===== config.mk =====
export PLATFORM = sky130hd
export DESIGN_NAME = dispatch_issue_buffer
export DESIGN_NICKNAME = d
export VERILOG_FILES = /design/src/rtl/dispatch_issue_buffer_pkg.sv /design/src/rtl/dispatch_issue_buffer_operand_snoop.sv /design/src/rtl/dispatch_issue_buffer.sv
export SDC_FILE = /design/constraint.sdc
export NUM_CORES = 1
export LEC_CHECK = 0
export CORE_ASPECT_RATIO = 0.9
export CORE_MARGIN = 2
export CORE_UTILIZATION = 60
export CTS_CLUSTER_DIAMETER = 50
export CTS_CLUSTER_SIZE = 20
export DETAILED_ROUTE_END_ITERATION = 16
export GPL_ROUTABILITY_DRIVEN = 0
export PLACE_DENSITY = 0.95
export SETUP_SLACK_MARGIN = 0.2
export SYNTH_ARGS = -nofsm -noshare
export SYNTH_HDL_FRONTEND = slang
export SYNTH_SLANG_ARGS = --single-unit
export TNS_END_PERCENT = 10

===== constraint.sdc =====
create_clock -name clk -period 10.1 [get_ports clk]
set_clock_uncertainty 0.15 [all_clocks]
set_input_delay 2.02 -clock clk [delete_from_list [all_inputs] [get_ports clk]]
set_output_delay 2.02 -clock clk [all_outputs]
set_load 0.05 [all_outputs]

===== src/rtl/dispatch_issue_buffer_pkg.sv =====
// Shared types and widths for the dispatch issue buffer: entry payload,
// operand/tag widths and execution queue indices.
package dispatch_issue_buffer_pkg;

  localparam int unsigned NUM_QUEUES = 4;
  localparam int unsigned TAG_W      = 6;
  localparam int unsigned DATA_W     = 32;
  localparam int unsigned IMM_W      = 16;
  localparam int unsigned OPC_W      = 3;

  localparam int unsigned QUEUE_LS   = 0;
  localparam int unsigned QUEUE_INT  = 1;
  localparam int unsigned QUEUE_MULT = 2;
  localparam int unsigned QUEUE_DIV  = 3;

  typedef struct packed {
    logic [NUM_QUEUES-1:0] qsel;
    logic [OPC_W-1:0]      opcode;
    logic [IMM_W-1:0]      imm;
    logic [TAG_W-1:0]      rdtag;
    logic [TAG_W-1:0]      rstag;
    logic [TAG_W-1:0]      rttag;
    logic [DATA_W-1:0]     rsdata;
    logic [DATA_W-1:0]     rtdata;
    logic                  rsvalid;
    logic                  rtvalid;
  } entry_t;

  // True when exactly one queue is selected.
  function automatic logic qsel_onehot(input logic [NUM_QUEUES-1:0] v);
    return (v != '0) && ((v & (v - NUM_QUEUES'(1))) == '0);
  endfunction

endpackage


===== src/rtl/dispatch_issue_buffer_operand_snoop.sv =====
// One-operand CDB wakeup: a pending operand whose tag matches a valid
// broadcast takes the broadcast data and becomes valid.
module operand_snoop
  import dispatch_issue_buffer_pkg::*;
(
  input  logic [TAG_W-1:0]  tag,
  input  logic              valid,
  input  logic [DATA_W-1:0] data,
  input  logic              cdb_valid,
  input  logic [TAG_W-1:0]  cdb_tag,
  input  logic [DATA_W-1:0] cdb_data,
  output logic              valid_c,
  output logic [DATA_W-1:0] data_c
);

  logic hit_c;

  assign hit_c   = cdb_valid & ~valid & (tag == cdb_tag);
  assign valid_c = valid | hit_c;
  assign data_c  = hit_c ? cdb_data : data;

endmodule


===== src/rtl/dispatch_issue_buffer.sv =====
// In-order buffer between decode and the execution queues; holds entries whose
// queue is busy and keeps their source operands current by snooping the CDB.
module dispatch_issue_buffer
  import dispatch_issue_buffer_pkg::*;
#(
  parameter int unsigned DEPTH = 4
) (
  input  logic                      clk,
  input  logic                      reset,
  input  logic                      flush,
  input  logic                      in_valid,
  output logic                      in_ready,
  input  logic [NUM_QUEUES-1:0]     in_qsel,
  input  logic [OPC_W-1:0]          in_opcode,
  input  logic [IMM_W-1:0]          in_imm,
  input  logic [TAG_W-1:0]          in_rdtag,
  input  logic [TAG_W-1:0]          in_rstag,
  input  logic [TAG_W-1:0]          in_rttag,
  input  logic [DATA_W-1:0]         in_rsdata,
  input  logic [DATA_W-1:0]         in_rtdata,
  input  logic                      in_rsvalid,
  input  logic                      in_rtvalid,
  input  logic                      cdb_valid,
  input  logic [TAG_W-1:0]          cdb_tag,
  input  logic [DATA_W-1:0]         cdb_data,
  output logic [NUM_QUEUES-1:0]     out_en,
  input  logic [NUM_QUEUES-1:0]     out_ready,
  output logic [OPC_W-1:0]          out_opcode,
  output logic [IMM_W-1:0]          out_imm,
  output logic [TAG_W-1:0]          out_rdtag,
  output logic [TAG_W-1:0]          out_rstag,
  output logic [TAG_W-1:0]          out_rttag,
  output logic [DATA_W-1:0]         out_rsdata,
  output logic [DATA_W-1:0]         out_rtdata,
  output logic                      out_rsvalid,
  output logic                      out_rtvalid,
  output logic [$clog2(DEPTH):0]    count,
  output logic                      err_qsel
);

  localparam int unsigned PTR_W = $clog2(DEPTH);
  localparam int unsigned CNT_W = PTR_W + 1;

  entry_t            mem [DEPTH];
  logic [DEPTH-1:0]  vld_q;
  logic [PTR_W-1:0]  wr_ptr_q;
  logic [PTR_W-1:0]  rd_ptr_q;
  logic [CNT_W-1:0]  cnt_q;
  logic              err_q;
  logic              rdy_q;

  logic              empty_c;
  logic              full_c;
  logic              accept_c;
  logic              legal_c;
  logic              push_c;
  logic              pop_c;
  entry_t            new_c;
  entry_t            head_c;
  logic              head_rsvalid_c;
  logic              head_rtvalid_c;
  logic [DATA_W-1:0] head_rsdata_c;
  logic [DATA_W-1:0] head_rtdata_c;

  assign empty_c  = (cnt_q == '0);
  assign full_c   = (cnt_q == CNT_W'(DEPTH));
  // rdy_q keeps in_ready low during reset and rises on the first clock after.
  assign in_ready = rdy_q & ~full_c;
  assign accept_c = in_valid & in_ready;
  assign legal_c  = qsel_onehot(in_qsel);
  assign push_c   = accept_c & legal_c & ~flush;
  assign pop_c    = |out_en;
  assign count    = cnt_q;
  assign err_qsel = err_q;
  assign head_c   = mem[rd_ptr_q];

  // Push path: operands broadcast in the push cycle are stored already woken.
  operand_snoop u_push_rs (
    .tag(in_rstag), .valid(in_rsvalid), .data(in_rsdata),
    .cdb_valid(cdb_valid), .cdb_tag(cdb_tag), .cdb_data(cdb_data),
    .valid_c(new_c.rsvalid), .data_c(new_c.rsdata)
  );

  operand_snoop u_push_rt (
    .tag(in_rttag), .valid(in_rtvalid), .data(in_rtdata),
    .cdb_valid(cdb_valid), .cdb_tag(cdb_tag), .cdb_data(cdb_data),
    .valid_c(new_c.rtvalid), .data_c(new_c.rtdata)
  );

  assign new_c.qsel   = in_qsel;
  assign new_c.opcode = in_opcode;
  assign new_c.imm    = in_imm;
  assign new_c.rdtag  = in_rdtag;
  assign new_c.rstag  = in_rstag;
  assign new_c.rttag  = in_rttag;

  // Head bypass so an entry issuing in a broadcast cycle carries the data.
  operand_snoop u_head_rs (
    .tag(head_c.rstag), .valid(head_c.rsvalid), .data(head_c.rsdata),
    .cdb_valid(cdb_valid), .cdb_tag(cdb_tag), .cdb_data(cdb_data),
    .valid_c(head_rsvalid_c), .data_c(head_rsdata_c)
  );

  operand_snoop u_head_rt (
    .tag(head_c.rttag), .valid(head_c.rtvalid), .data(head_c.rtdata),
    .cdb_valid(cdb_valid), .cdb_tag(cdb_tag), .cdb_data(cdb_data),
    .valid_c(head_rtvalid_c), .data_c(head_rtdata_c)
  );

  // Per-entry storage with wakeup of pending operands while resident.
  for (genvar g = 0; g < DEPTH; g++) begin : g_entry
    logic              rsvalid_c;
    logic              rtvalid_c;
    logic [DATA_W-1:0] rsdata_c;
    logic [DATA_W-1:0] rtdata_c;

    operand_snoop u_rs (
      .tag(mem[g].rstag), .valid(mem[g].rsvalid), .data(mem[g].rsdata),
      .cdb_valid(cdb_valid), .cdb_tag(cdb_tag), .cdb_data(cdb_data),
      .valid_c(rsvalid_c), .data_c(rsdata_c)
    );

    operand_snoop u_rt (
      .tag(mem[g].rttag), .valid(mem[g].rtvalid), .data(mem[g].rtdata),
      .cdb_valid(cdb_valid), .cdb_tag(cdb_tag), .cdb_data(cdb_data),
      .valid_c(rtvalid_c), .data_c(rtdata_c)
    );

    always_ff @(posedge clk) begin
      if (push_c && (wr_ptr_q == PTR_W'(g))) begin
        mem[g] <= new_c;
      end else if (vld_q[g]) begin
        mem[g].rsvalid <= rsvalid_c;
        mem[g].rsdata  <= rsdata_c;
        mem[g].rtvalid <= rtvalid_c;
        mem[g].rtdata  <= rtdata_c;
      end
    end
  end

  // Head presentation; everything reads zero when empty and flush blocks issue.
  always_comb begin
    out_en      = '0;
    out_opcode  = '0;
    out_imm     = '0;
    out_rdtag   = '0;
    out_rstag   = '0;
    out_rttag   = '0;
    out_rsdata  = '0;
    out_rtdata  = '0;
    out_rsvalid = 1'b0;
    out_rtvalid = 1'b0;
    if (!empty_c) begin
      out_en      = head_c.qsel & out_ready & {NUM_QUEUES{~flush}};
      out_opcode  = head_c.opcode;
      out_imm     = head_c.imm;
      out_rdtag   = head_c.rdtag;
      out_rstag   = head_c.rstag;
      out_rttag   = head_c.rttag;
      out_rsdata  = head_rsdata_c;
      out_rtdata  = head_rtdata_c;
      out_rsvalid = head_rsvalid_c;
      out_rtvalid = head_rtvalid_c;
    end
  end

  // Pointers, occupancy, entry valid bits and the sticky qsel error.
  always_ff @(posedge clk or negedge reset) begin
    if (!reset) begin
      wr_ptr_q <= '0;
      rd_ptr_q <= '0;
      cnt_q    <= '0;
      vld_q    <= '0;
      err_q    <= 1'b0;
      rdy_q    <= 1'b0;
    end else begin
      rdy_q <= 1'b1;
      if (accept_c && !legal_c) begin
        err_q <= 1'b1;
      end
      if (flush) begin
        wr_ptr_q <= '0;
        rd_ptr_q <= '0;
        cnt_q    <= '0;
        vld_q    <= '0;
      end else begin
        if (push_c) begin
          vld_q[wr_ptr_q] <= 1'b1;
          wr_ptr_q        <= wr_ptr_q + PTR_W'(1);
        end
        if (pop_c) begin
          vld_q[rd_ptr_q] <= 1'b0;
          rd_ptr_q        <= rd_ptr_q + PTR_W'(1);
        end
        case ({push_c, pop_c})
          2'b10:   cnt_q <= cnt_q + CNT_W'(1);
          2'b01:   cnt_q <= cnt_q - CNT_W'(1);
          default: cnt_q <= cnt_q;
        endcase
      end
    end
  end

endmodule

# == After elaboration in Yosys (flattened, before gate mapping) ==
# Memory sizes are Yosys's and may differ from the RTL's.
# Cells that the tools add are included.
# totals
out_inout_bits,112
input_bits,154
elab_cells,199
regBits,13
ram_bits,428
mem_count,1
# mem_list
memory,words,width,read_ports,rd_clocked_by_memory_dff,wr,line,rtl
mem,4,107,5,0,4,dispatch_issue_buffer.sv:44,entry_t mem [DEPTH];
# op_classes
reduce_logical,17
order_cmp,4
bitwise,76
eq_ne,18
add_sub_neg,5
mux,72
# op_table
cell,count
$mux W32,22
$eq A6 B6 Y1,12
$mux W1,32
$and A1 B1 Y1,28
$or A1 B1 Y1,28
$mux W4,5
$mux W6,3
$and A4 B4 Y4,4
$mux W16,1
$not A1 Y1,14
$logic_and A1 B1 Y1,8
$mux W2,4
$eq A2 B2 Y1 const B,3
$lt A2 B3 Y1 const B,2
$mux W3,2
$pmux W3 S2,1
$add A2 B1 Y2 const B,2
$demux W1 S2,2
$eq A2 B1 Y1 const B,2
$ge A2 B1 Y1 const B,2
$logic_not A4 Y1,1
$not A4 Y4,1
$or A4 B4 Y4,1
$reduce_bool A2 Y1,2
10 further kinds,10

# == Depth between registers and ports, before layout ==
# Gate-level depths: netlist of run 1.
# logic_depth
word_depth,11
ltp_mapped,10
mapped_depth_nobuf,8

# == By module ==
# From an unflattened synthesis of run 1, not the netlist that was laid out.
# unflattened
hier_cells,1755
area_unflattened_um2,27435.1
# modules_own_cells
mod,area_each_um2,seq_area_each_um2,n_inst,cells_per_inst
dispatch_issue_buffer,20393.3,13177.6,1,1215
operand_snoop,586.8,0.0,12,45

# == Worst setup path before layout of run 1 ==
# Ideal clock, no wire load.
# synth_timing
path_type,input to register
from,input in_qsel[1]
to,"memory mem[0][10] in the netlist's numbering, enable pin"
setup_time_ps,388
t_required_ps,9562
arrival_time_ps,6075
path_stages,5
slack_ps,3487
path_cell_list,or4b_1 -> o311a_1 -> buf_2 -> nor4_2 -> a21o_1
# synth_rtl
item,line,rtl
from (decl),dispatch_issue_buffer.sv:13,"input logic [NUM_QUEUES-1:0] in_qsel,"
to (decl),dispatch_issue_buffer.sv:44,

# == Worst setup path in the final report of run 1 ==
# layout_timing
from,input cdb_tag[0]
to,output out_rsdata[17]
# layout_between
elab_chain_len,4
# layout_lines
item,line,rtl
from (decl),dispatch_issue_buffer.sv:24,"input logic [TAG_W-1:0] cdb_tag,"
$eq A6 B6 Y1,dispatch_issue_buffer_operand_snoop.sv:18,assign hit_c = cdb_valid & ~valid & (tag == cdb_tag);
$and A1 B1 Y1,dispatch_issue_buffer_operand_snoop.sv:18,
$mux W32,dispatch_issue_buffer_operand_snoop.sv:20,assign data_c = hit_c ? cdb_data : data;
$mux W32,dispatch_issue_buffer.sv:153,if (!empty_c) begin
to (decl),dispatch_issue_buffer.sv:33,"output logic [DATA_W-1:0] out_rsdata,"
# No other way between the ends.

==> metrics.md, run 1 <==
| Metric | Value |
|---|---|
| Status | `finished clean` |
| Vias | `15,000` |
| Fraction of the mapped netlist area in simple logic gates | `6.47%` |
| Cell-internal power | `3950 uW` |
| Largest family of logic cells by synthesized area | `multiplexers` |
| Final setup vio count | `0` |
| DRT iter0 DRCs | `2,195` |
| Clock power share | `23.9%` |
| CTS buffer count | `39` |
| Net Switching | `2770 uW` |
| Compound-gate portion of the synthesized area | `12.0%` |
| Share of cells above drive strength 1 | `13.5%` |
| Seq/Total Area, Yosys | `60.3%` |
| Die ar. | `0.0380 mm^2` |
| Starting Density | `60.7%` |
| Worst setup SP type | `primary input` |
| Area delta synth->final | `19.2%` |
| Critical Path Sink Type | `output pin` |
| Routed vias/inst | `7.00` |
| Remaining DRCs | `0` |
| Post-route ant nets | `0` |
| Hold-fix buffers at CTS | `0` |
| CTS tree | `done` |
| Syn_area_per_cell | `15.0 um^2` |
| Tot Pwr | `6720 uW` |
| Top Ports | `266` |
| Leak pwr | `0.00820 uW` |
| RSZ-0062 raised after global routing | `false` |
| Post-synthesis xor/xnor area fraction | `2.96%` |
| Max cap viols | `0` |
| Tcrit/Tclk final | `74.8%` |
| WS Path Type | `primary input to output pin` |
| Chip height | `185 um` |
| CTS resizes | `0` |
| Pwr Density | `258 mW/mm^2` |
| Clock Latency Late Sink | `550 ps` |
| Worst EP arrival | `5380 ps` |
| Hold Crit Class | `flop to flop` |
| Final Hold Viols | `0` |
| Antenna violations before repair | `5` |
| Row Count | `66` |
| Number of global-route vias before repair | `15,400` |
| Total GRT Usage | `33.5%` |
| Pin count of the biggest net entering global routing | `97` |
| Slew @ Worst Pin | `1260 ps` |
| DP Wirelength | `37,500 um` |
| First drt pass iteration count | `7` |
| # Post-CTS Setup Buffers | `0` |
| CTS Sinks | `441` |
| First-pass GRT wire length | `93,800 um` |
| Placed cell area | `0.0247 mm^2` |
| Syn nets | `1,623` |
| Slew Limit Fails | `0` |
| CTS root buf | `clkbuf_16` |
| Most used routing layer | `met2` |
| Post-Synth Adder-Cell Area | `0.549%` |
| Post-route cell area | `0.0261 mm^2` |
| Routing usage on met3 | `7.41%` |
| Fmax | `132 MHz` |
| Die width | `205 um` |
| Grt ovf | `0` |
| Top FF cell, synth | `edfxtp_1` |
| Bufs on Longest Clock Path | `3` |
| Clock transition at path regs | `70 ps` |
| Ys Warns | `0` |
| Routed WL | `63,400 um` |
| H-tree Lvls | `2` |
| Comb pwr share | `44.7%` |
| Netlist cell types | `49` |
| Mux cell area share after synthesis | `14.3%` |
| Flop pwr share | `31.5%` |
| Post-synth EDFFs | `428` |
| Mapped cell area | `0.0219 mm^2` |
| Worst IR Drop VDD | `298 uV` |
| Asr flop ratio synth | `2.95%` |
| Nets | `1,804` |
| Tmin final | `7550 ps` |
| Crit path max fanout | `33` |
| Worst path required time | `7930 ps` |
| IO Port Bufs | `265` |
| Global routing usage on met2 | `55.5%` |
| Seq cells post-synth | `441` |
| Setup TNS | `0 ps` |
| Post-Synthesis Cells | `1,460` |
| Routed wire length per instance | `29.5 um` |
| Core ar. | `0.0360 mm^2` |
| GR Util met1 | `43.7%` |
| Fillers | `2,139` |
| Slew headroom | `15.9%` |
| Sw Ratio | `41.2%` |
## logic make-up after synthesis
family	count (synthesis)
simple gates	293
compound gates	305
mux	176
fa+ha+maj	9
other cells	1
xor+xnor	74
buf+inv	161
flops	441
## flip-flops by register name, summed over array words and instances, names as in the netlist
| register | count |
|---|---|
| count | 3 |
| err_qsel | 1 |
| mem | 428 |
| rd_ptr_q | 2 |
| rdy_q | 1 |
| vld_q | 4 |
| wr_ptr_q | 2 |
## stage by stage
step                      cells  hold slack (ps)  util [%]  setup WS [ps]
after floorplan            1460              412         -           3490
after global placement     2076              292      68.6           2770
after detailed placement   2076              309      68.6           2600
after CTS                  2146              345      72.4           2590
after global routing       2148              358      72.4           2340
final                      2149              346      72.4           2550
## final timing paths
| kind | start | to | slack (ps) | depth (start not counted) |
|---|---|---|---|---|
| min in group asynchronous | reset | err_qsel | 1710 | 1 |
| min | err_qsel | err_qsel | 350 | 1 |
| max | cdb_tag[0] | out_rsdata[17] | 2550 | 6 |
| max reg2reg | count[1] | mem[2][24] | 6250 | 5 |
| max in group asynchronous | reset | rd_ptr_q[0] | 7610 | 1 |
| min reg2reg | err_qsel | err_qsel | 350 | 1 |
## cell type report
cell class	count	area [um^2]	share of cell area (%)
timing repair buffer	291	2850	10.9
multi-input combinational	858	8040	30.8
antenna	3	7.51	0.0288
tap	476	596	2.28
inverter	10	37.5	0.144
sequential	441	13200	50.6
clock inverter	26	328	1.26
clock buffer	44	1040	3.98
## Yosys cell counts, types with 15 or more instances
library cell,instances,area [um^2]
nor3_1,15,75.1
mux2i_1,66,661
a21oi_1,16,80.1
edfxtp_1,428,12900
buf_2,61,305
o2bb2ai_1,192,1680
nor2b_1,44,275
a22o_1,64,561
xnor2_1,46,403
nand2_1,177,664
mux4_2,105,2360
buf_1,37,139
clkbuf_1,45,169
xor2_1,28,245
## metal layers
metal | wire length, um | part of all wire [%] | vias up
li1 | - | - | 6183
met2 | 31100 | 49 | 1328
met5 | 26 | 0.041 | -
met4 | 2310 | 3.6 | 4
met3 | 8260 | 13 | 200
met1 | 21700 | 34 | 7329
## critical path, stage by stage
cell and delay (ps):
clkdlybuf4s50_1 1000, xor2_1 220, nor4_4 300, buf_4 610, mux2i_1 310, clkdlybuf4s50_1 850
## power groups by stage
stage	Sequential (uW)	Clock (uW)	Combinational (uW)
3_5_place_dp	2160	0	2960
5_1_grt	2120	1670	3120
2_1_floorplan	2100	0	2070
3_3_place_gp	2150	0	2910
4_1_cts	2120	1600	2990
6_report	2110	1600	3000
## layout by cell type, fill, tap and decap left out, types with 6 or more instances in the layout
cell / instances
nand3_1: 14
mux4_2: 105
a21oi_1: 16
ha_1: 8
nor3_1: 14
nand3b_1: 10
inv_1: 10
o2bb2ai_1: 192
a22o_1: 64
nor2b_1: 39
buf_4: 26
mux2i_1: 66
a21o_2: 6
xnor2_1: 46
clkbuf_16: 41
nor4_1: 9
edfxtp_1: 428
nand2_1: 174
inv_6: 7
clkdlybuf4s50_1: 265
nor2_1: 6
dfrtp_1: 11
xor2_1: 28
(Power assumes the default switching activity.)
==> run 2: changes to the inputs <==
Settings changed: CORE_UTILIZATION 60 to 51, PLACE_DENSITY 0.95 to 0.88.
Clock period 10.1 ns to 6.8 ns, I/O delays scaled along.
==> metrics.md, run 2 (synthesized netlist as in run 1, its figures left out) <==
| Metric | Value |
|---|---|
| Area delta synth->final | `20.0%` |
| CP max stage delay | `930 ps (-70 ps)` |
| First-pass GRT wire length | `92,100 um (-1.8%)` |
| Slew @ Worst Pin | `1270 ps (+12.8 ps)` |
| Leak pwr | `0.00822 uW (+0.32%)` |
| Core ar. | `0.0420 mm^2 (+17%)` |
| Tot Pwr | `9930 uW (+48%)` |
| Vias | `14,600 (-3.0%)` |
| CTS buffer count | `40 (+2.6%)` |
| Final setup vio count | `0 (unchanged)` |
| Met2 routed WL | `28,800 um (-7.5%)` |
| Final Instance Count excl. Fillers | `2,226 (+3.6%)` |
| Max cap viols | `0 (unchanged)` |
| Slew Limit Fails | `0 (unchanged)` |
| Pwr Density | `378 mW/mm^2 (+47%)` |
| H-tree Lvls | `2 (unchanged)` |
| Critical Path Sink Type | `output pin` |
| Util after Layout | `62.5% (-9.9 points)` |
| Bufs on Longest Clock Path | `3 (unchanged)` |
| Uppermost layer routed | `met5` |
| Nets | `1,808 (+0.22%)` |
| CP cell instances | `clkdlybuf4s50_1 -> xor2_1 -> nor4_4 -> buf_4 -> mux2i_1 -> clkdlybuf4s50_1` |
| Routed WL | `60,700 um (-4.2%)` |
| Fillers | `2,927 (+37%)` |
| Max reg flops | `428 (unchanged)` |
| First drt pass iteration count | `7 (unchanged)` |
| Starting Density | `52.1% (-8.7 points)` |
| # Post-CTS Setup Buffers | `0 (unchanged)` |
| CTS tree | `done` |
| CTS Sinks | `441 (unchanged)` |
| Met3 wire length | `7260 um (-12%)` |
| Post-route ant nets | `0 (unchanged)` |
| RSZ-0062 raised after global routing | `false` |
| Slew headroom | `15.1% (-0.85 points)` |
| CP dominant cell by count | `clkdlybuf4s50_1` |
| Most frequent cells in the layout | `428 x edfxtp_1, 265 x clkdlybuf4s50_1, 192 x o2bb2ai_1, 174 x nand2_1, 105 x mux4_2` |
| Grt ovf | `0 (unchanged)` |
| Tcrit/Tclk final | `89.8%` |
| Top cell family by delay on the critical path | `buffers and inverters` |
| Number of global-route vias before repair | `15,200 (-1.1%)` |
| Worst Path Buf+Inv | `3 (unchanged)` |
| Final Hold Viols | `0 (unchanged)` |
| Share of cells above drive strength 1 | `14.0% (+0.50 points)` |
| Total GRT Usage | `27.2% (-6.3 points)` |
| Worst EP arrival | `4600 ps (-780 ps)` |
| Remaining DRCs | `0 (unchanged)` |
| Die ar. | `0.0446 mm^2 (+17%)` |
| Hold Crit Class | `flop to flop` |
| Top Ports | `266 (unchanged)` |
| Crit path max fanout | `33 (unchanged)` |
| Worst IR Drop VDD | `377 uV (+27%)` |
| DP Wirelength | `36,600 um (-2.2%)` |
| CTS root buf | `clkbuf_16` |
| Worst path required time | `5290 ps (-2640 ps)` |
| DRT iter0 DRCs | `1,551 (-29%)` |
| Fmax | `164 MHz` |
| Status | `finished clean` |
| Hold-fix buffers at CTS | `0 (unchanged)` |
| Routed wire length per instance | `27.3 um (-7.5%)` |
| Die width | `222 um (+8.3%)` |
| Reg with most FFs | `mem` |
| Pin count of the biggest net entering global routing | `71 (-27%)` |
| Row Count | `71 (+7.6%)` |
| Routed vias/inst | `6.56 (-6.3%)` |
| Chip height | `200 um (+8.3%)` |
| Clock Latency Late Sink | `550 ps (about the same)` |
| Tmin final | `6110 ps` |
| Clock transition at path regs | `70 ps (about the same)` |
| WS Path Type | `primary input to output pin` |
| Setup TNS | `0 ps (unchanged)` |
| CP max-delay cell | `clkdlybuf4s50_1` |
| DP Cell Count | `2,150 (+3.6%)` |
| IO Port Bufs | `265 (unchanged)` |
| Commonest non-fill, non-tap cell in the layout | `edfxtp_1` |
| Antenna violations before repair | `8 (+3)` |
| CTS resizes | `0 (unchanged)` |
| M1 WL | `22,500 um (+3.8%)` |
| Worst setup SP type | `primary input` |
[run 2: cell type report]
class / instances / area [um^2] / area share (%)
Antenna cell: 4 / 10.0 / 0.0381
Clock buffer: 41 / 1030 / 3.91
Clock inverter: 31 / 400 / 1.53
Inverter: 10 / 37.5 / 0.143
Multi-Input combinational cell: 858 / 8040 / 30.6
Sequential cell: 441 / 13200 / 50.2
Tap cell: 547 / 684 / 2.61
Timing Repair Buffer: 294 / 2870 / 10.9
[run 2: per-stage QoR]
stage / hold slack (ps) / instance area, um^2 / setup slack (ps)
floorplan: 412 / 21900 / 847
global placement: 297 / 24800 / 861
detailed placement: 300 / 24800 / 750
CTS: 314 / 26200 / 702
global route: 335 / 26200 / 566
finish: 313 / 26300 / 694
[run 2: per-layer routing]
layer	up-vias	global-route usage, %
met4	8	10.5
met3	149	6.59
met1	7281	36.3
met2	963	43.4
li1	6197	-
met5	-	0
[run 2: report_power, final]
| part | switching (uW) | total [uW] | internal, uW |
|---|---|---|---|
| logic | 2840 | 4390 | 1550 |
| registers | 120 | 3130 | 3010 |
| clock network | 1120 | 2400 | 1290 |
[run 2: final timing paths]
| kind | end | cells after the start | from | slack (ps) |
|---|---|---|---|---|
| max | out_rtdata[6] | 6 | cdb_tag[5] | 690 |
| min | err_qsel | 1 | err_qsel | 310 |
| max reg2reg | count[2] | 9 | rd_ptr_q[0] | 2760 |
| min reg2reg | err_qsel | 1 | err_qsel | 310 |
| max in group asynchronous | rd_ptr_q[0] | 1 | reset | 4920 |
| min in group asynchronous | err_qsel | 1 | reset | 1070 |
